### config.mk
export PLATFORM = sky130hd
export DESIGN_NAME = uart_rx
export DESIGN_NICKNAME = d
export VERILOG_FILES = /design/src/rtl/uart_rx.sv
export SDC_FILE = /design/constraint.sdc
export NUM_CORES = 1
export LEC_CHECK = 0
export ABC_AREA = 1
export CAP_MARGIN = 5
export CORE_MARGIN = 2
export CORE_UTILIZATION = 45
export CTS_CLUSTER_SIZE = 24
export DETAILED_ROUTE_END_ITERATION = 8
export PLACE_DENSITY_LB_ADDON = 0.08
export SYNTH_ARGS = -nofsm -noshare
export SYNTH_HDL_FRONTEND = slang
export SYNTH_SLANG_ARGS = --single-unit
### constraint.sdc
create_clock -name clk -period 2.35 [get_ports clk]
set_input_delay 0.3525 -clock clk [delete_from_list [all_inputs] [get_ports clk]]
set_output_delay 0.3525 -clock clk [all_outputs]
set_load 0.02 [all_outputs]
### src/rtl/uart_rx.sv
// uart_rx: 8N1 serial receiver with a power-of-two receive FIFO.
//   clk, reset     : single clock, synchronous active-high reset
//   rx             : asynchronous serial line, idle high, LSB first
//   div            : clk cycles per bit (clamped to a minimum of 4)
//   dout/valid     : FIFO head byte (0 when empty) and !empty
//   ready          : consumer accept, pops when valid && ready
//   empty/full     : FIFO occupancy flags
//   framing_err    : one-cycle pulse on a low stop bit
//   overrun        : one-cycle pulse when a good byte is dropped on a full FIFO
module uart_rx #(
  parameter int FIFO_DEPTH = 4
) (
  input  logic        clk,
  input  logic        reset,
  input  logic        rx,
  input  logic [15:0] div,
  output logic [7:0]  dout,
  output logic        valid,
  input  logic        ready,
  output logic        empty,
  output logic        full,
  output logic        framing_err,
  output logic        overrun
);
  localparam int AW = (FIFO_DEPTH > 1) ? $clog2(FIFO_DEPTH) : 1;
  localparam int CW = AW + 1;
  typedef enum logic [2:0] {IDLE, START, DATA, STOP, BREAK} state_t;
  state_t        state_q;
  logic [1:0]    sync_q;
  logic [15:0]   d_q, cnt_q;
  logic [2:0]    bit_q;
  logic [7:0]    shift_q;
  logic          ferr_q, ovr_q;
  logic [AW-1:0] wp_q, rp_q;
  logic [CW-1:0] count_q;
  logic [7:0]    mem_q [FIFO_DEPTH];
  logic          rs, tick, push_d, pop_d, wr_d, drop_d;
  logic [15:0]   dclamp;
  assign rs     = sync_q[1];
  assign tick   = cnt_q == 16'd0;
  assign dclamp = (div < 16'd4) ? 16'd4 : div;
  assign empty  = count_q == '0;
  assign full   = count_q == CW'(FIFO_DEPTH);
  assign valid  = !empty;
  assign dout   = empty ? 8'h00 : mem_q[rp_q];
  assign framing_err = ferr_q;
  assign overrun     = ovr_q;
  // A good stop bit pushes; a full FIFO only accepts it if the head leaves this cycle.
  assign push_d = state_q == STOP && tick && rs;
  assign pop_d  = valid && ready;
  assign wr_d   = push_d && (!full || pop_d);
  assign drop_d = push_d && full && !pop_d;
  always_ff @(posedge clk) begin
    if (reset) begin
      state_q <= IDLE;
      sync_q  <= 2'b11;
      d_q     <= 16'd4;
      cnt_q   <= '0;
      bit_q   <= '0;
      shift_q <= '0;
      ferr_q  <= 1'b0;
      ovr_q   <= 1'b0;
      wp_q    <= '0;
      rp_q    <= '0;
      count_q <= '0;
    end else begin
      sync_q  <= {sync_q[0], rx};
      ferr_q  <= 1'b0;
      ovr_q   <= drop_d;
      wp_q    <= wp_q + AW'(wr_d);
      rp_q    <= rp_q + AW'(pop_d);
      count_q <= count_q + CW'(wr_d) - CW'(pop_d);
      case (state_q)
        // Counter is loaded so the start sample lands floor(d/2) cycles after the falling edge.
        IDLE: if (!rs) begin
          d_q     <= dclamp;
          cnt_q   <= {1'b0, dclamp[15:1]} - 16'd1;
          state_q <= START;
        end
        START: if (!tick) cnt_q <= cnt_q - 16'd1;
        else if (!rs) begin
          cnt_q   <= d_q - 16'd1;
          bit_q   <= '0;
          state_q <= DATA;
        end else state_q <= IDLE;
        DATA: if (!tick) cnt_q <= cnt_q - 16'd1;
        else begin
          shift_q <= {rs, shift_q[7:1]};
          cnt_q   <= d_q - 16'd1;
          bit_q   <= bit_q + 3'd1;
          state_q <= (bit_q == 3'd7) ? STOP : DATA;
        end
        // Leaving mid-stop-bit lets a back-to-back start edge be caught.
        STOP: if (!tick) cnt_q <= cnt_q - 16'd1;
        else if (rs) state_q <= IDLE;
        else begin
          ferr_q  <= 1'b1;
          state_q <= BREAK;
        end
        BREAK: if (rs) state_q <= IDLE;
        default: state_q <= IDLE;
      endcase
    end
  end
  always_ff @(posedge clk) if (wr_d) mem_q[wp_q] <= shift_q;
endmodule
==> reports/metrics.cfg <==
[setup_path]
r2r-end = count_q[1]$_SDFF_PP0_
slowest_delay_ns = 0.40
crit_slowest_cell = fa_1
crit_fanout = 3
cp-end-kind = flop
arrival_ns = 2.46
path_cells = inv_1 -> ha_2 -> inv_1 -> nor2_2 -> nand2_2 -> nor2_4 -> nand2_2 -> inv_2 -> nand3_4 -> a21oi_4 -> inv_2 -> o21ai_2 -> ha_1 -> fa_1 -> inv_1 -> nor2_1
worst-r2r-setup-slack_ns = 0.13
required_ns = 2.58
start_kind = flop
crit_type = flop to flop
worstReg2RegStart = cnt_q[0]$_SDFFE_PP0P_
crit_top_cell = inv_1
reg2reg_depth = 16

[timing]
maxSlewViolCount = 0
setup_slack_ns = 0.125
setup_viol = 0
hold_viol = 0
fmax_mhz = 449
max_slew_margin_pct = 70.0
hold_ws_ns = 0.413
finalCritPeriodShare_pct = 94.7
fin_skew_ns = 0.00833
worst_slew_pin_slew_ns = 0.449
finalCriticalPeriod_ns = 2.22
rsz0062_at_grt = true

[synthesis]
syn-num-nets = 754
avgSynthCellArea_sq_um = 7.01
synth_top_flop_cell = dfxtp_1
synth_edf_count = 32
synth_cells = 723
synth_common_cells = nor2_1 (166), nand2_1 (142), inv_1 (64)
synth_top_area_share_pct = 22.5
yosysSeqAreaShare_pct = 41.5
ys_seq_elements = 89
syn_area_sq_um = 5070
yosysWarnings = 0
synthTopCellsByArea = dfxtp_1 (23%), edfxtp_1 (19%), nor2_1 (12%)
yosysUniqueCellTypes = 40
async_reset_ff_share_pct = 0
synth_top_area_cell = dfxtp_1
synth.most_common_cell = nor2_1

[placed_design]
dpl_cell_area_sq_um = 5870
hpwl_mm = 10.3
port_buffers = 32
pre_cts_ws_ns = -0.131
globalplace.congestion = 0.945

[clock_tree]
clock_path_buffers = 2
cts_tree = yes
clk_latency_ns = 0.35
cts_buffers = 9
root_buffer = clkbuf_16
h-tree-depth = 3
ctsHoldBuffers = 0
clk_pin_slew_ns = 0.07
clock-sinks = 89

[global_routing]
grt_use_total_pct = 23.9
grt_pass1_vias = 4621
grt_max_degree = 39
antenna_found_initial = 0
grt_pass1_wl_mm = 21.9
overflow = 0

[detailed_routing]
wl_mm = 13.7
wl_per_cell_um = 14.5
drtIter0Drc = 381
first_pass_iters = 5
ant_nets = 0
post-route-drc-count = 0
vias = 4884
via_per_inst = 5.17

[floorplan]
start_util_pct = 46.3
ioPinCount = 33
core_sq_um = 10900
num_rows = 38
die-area_sq_um = 12100
die_h_um = 110
die_width_um = 110

[pwr]
p_total_w = 0.00756
power_density_nw_per_um2 = 1210
peakVddDrop_v = 0.000702
p_leak_nw = 2.90

[cells_and_area]
multi_input_area_sq_um = 2630
finalNetCount = 831
fillers = 1073
n_antenna_cell = 0
regArea_sq_um = 2100
drive_gt1_share_pct = 12.8
postLayoutCellArea_sq_um = 6230
syn_to_final_growth_pct = 23.0

[hold_path]
whs_path_depth = 1
whs_endpoint = sync_q[1]$_SDFF_PP1_
hp-start = sync_q[0]$_SDFF_PP1_
hp-class = flop to flop

[flow_run]
max_cap_viol_count = 0

[status]
status = finished clean

## cells by family (layout without fill, tap and decap cells)
| group | count (synthesis) | count (layout) | share of synthesized area [%] |
|---|---|---|---|
| compound gates | 113 | 113 | 11.5 |
| xor+xnor | 17 | 17 | 2.94 |
| fa+ha+maj | 11 | 11 | 2.86 |
| buf+inv | 91 | 173 | 7.24 |
| flops | 89 | 89 | 41.5 |
| simple gates | 402 | 402 | 34.0 |
## layer usage
metal	GRT usage, %	vias to the layer above	part of all wire, %
met5	0	-	0
met4	9.73	0	3.2
met3	4.59	29	3.9
met2	42.4	112	50
met1	28.3	2242	43
li1	-	2501	-
## power by group
group | switching [W] | internal, W
clock network | 0.000621 | 0.000861
registers | 0.000223 | 0.00181
logic | 0.00259 | 0.00146
total | 0.00343 | 0.00413
## cells in the final DEF (no fill, tap or decap), types with 2 or more instances in the layout
cell / count
nor3_1: 4
clkinv_1: 2
nor2_2: 9
nand3_4: 2
a21oi_1: 41
xnor2_1: 7
inv_1: 64
clkinv_4: 2
nand2_1: 140
xor2_1: 10
or2_2: 4
edfxtp_1: 32
inv_2: 4
clkdlybuf4s50_1: 24
nor2_4: 2
clkbuf_16: 9
o21ai_1: 10
buf_4: 54
nand3b_1: 2
nand3_1: 57
nand2_2: 3
nor2_1: 163
o21ai_0: 56
nand2_4: 2
ha_1: 9
o21ai_2: 2
nor3_2: 2
nand4_1: 9
dfxtp_1: 57
dlymetal6s2s_1: 8
## through the flow
| step | util, % | instances | setup TNS (ns) |
|---|---|---|---|
| 2_1_floorplan | - | 723 | 0 |
| 3_3_place_gp | 53.7 | 929 | -0.0910 |
| 3_5_place_dp | 53.7 | 929 | -0.238 |
| 4_1_cts | 56.5 | 945 | 0 |
| 5_1_grt | 57.0 | 945 | -0.0558 |
| 6_report | 57.0 | 945 | 0 |
## final cells by class
cell class / instances / share of cell area (%)
multi-input cells: 543 / 42.2
flip-flops and latches: 89 / 33.7
repair buffers: 86 / 12.0
inverters: 71 / 4.32
clock buffers: 11 / 3.90
well taps: 140 / 2.81
clock inverters: 5 / 1.02
## how the worst max path moves through the flow
stage / cells after the start / from / endpoint / slack [ns]
after floorplan: 16 / cnt_q[0]$_SDFFE_PP0P_ / count_q[1]$_SDFF_PP0_ / 0.1
after global placement: 14 / div[11] / cnt_q[6]$_SDFFE_PP0P_ / -0.06
after detailed placement: 14 / div[11] / cnt_q[6]$_SDFFE_PP0P_ / -0.13
after CTS: 6 / rp_q[0]$_SDFF_PP0_ / dout[1] / 0.04
after global routing: 16 / cnt_q[0]$_SDFFE_PP0P_ / count_q[1]$_SDFF_PP0_ / -0.05
final: 16 / cnt_q[0]$_SDFFE_PP0P_ / count_q[1]$_SDFF_PP0_ / 0.13
## critical path: cells and delay by family, from the launching register on
kind,cells,cell delay (ns)
and+or+nand+nor,6,0.49
AOI/OAI and AO/OA,2,0.25
buffers and inverters,5,0.29
adders and majority gates,3,0.75
DFF,1,0.32
## registers in the layout, indices dropped and copies added (netlist names)
register / cells
wp_q: 2
d_q: 16
overrun: 1
shift_q: 8
sync_q: 2
framing_err: 1
rp_q: 2
count_q: 3
mem_q: 32
bit_q: 3
cnt_q: 16
state_q: 3
## what timing repair did
item / CTS / global route
resized for setup: 1 / 17
setup endpoints to repair: 2 / 42
buffers inserted: 0 / 0
pin swaps: 0 / 3
No activity file was read; power rests on OpenSTA's default activity.
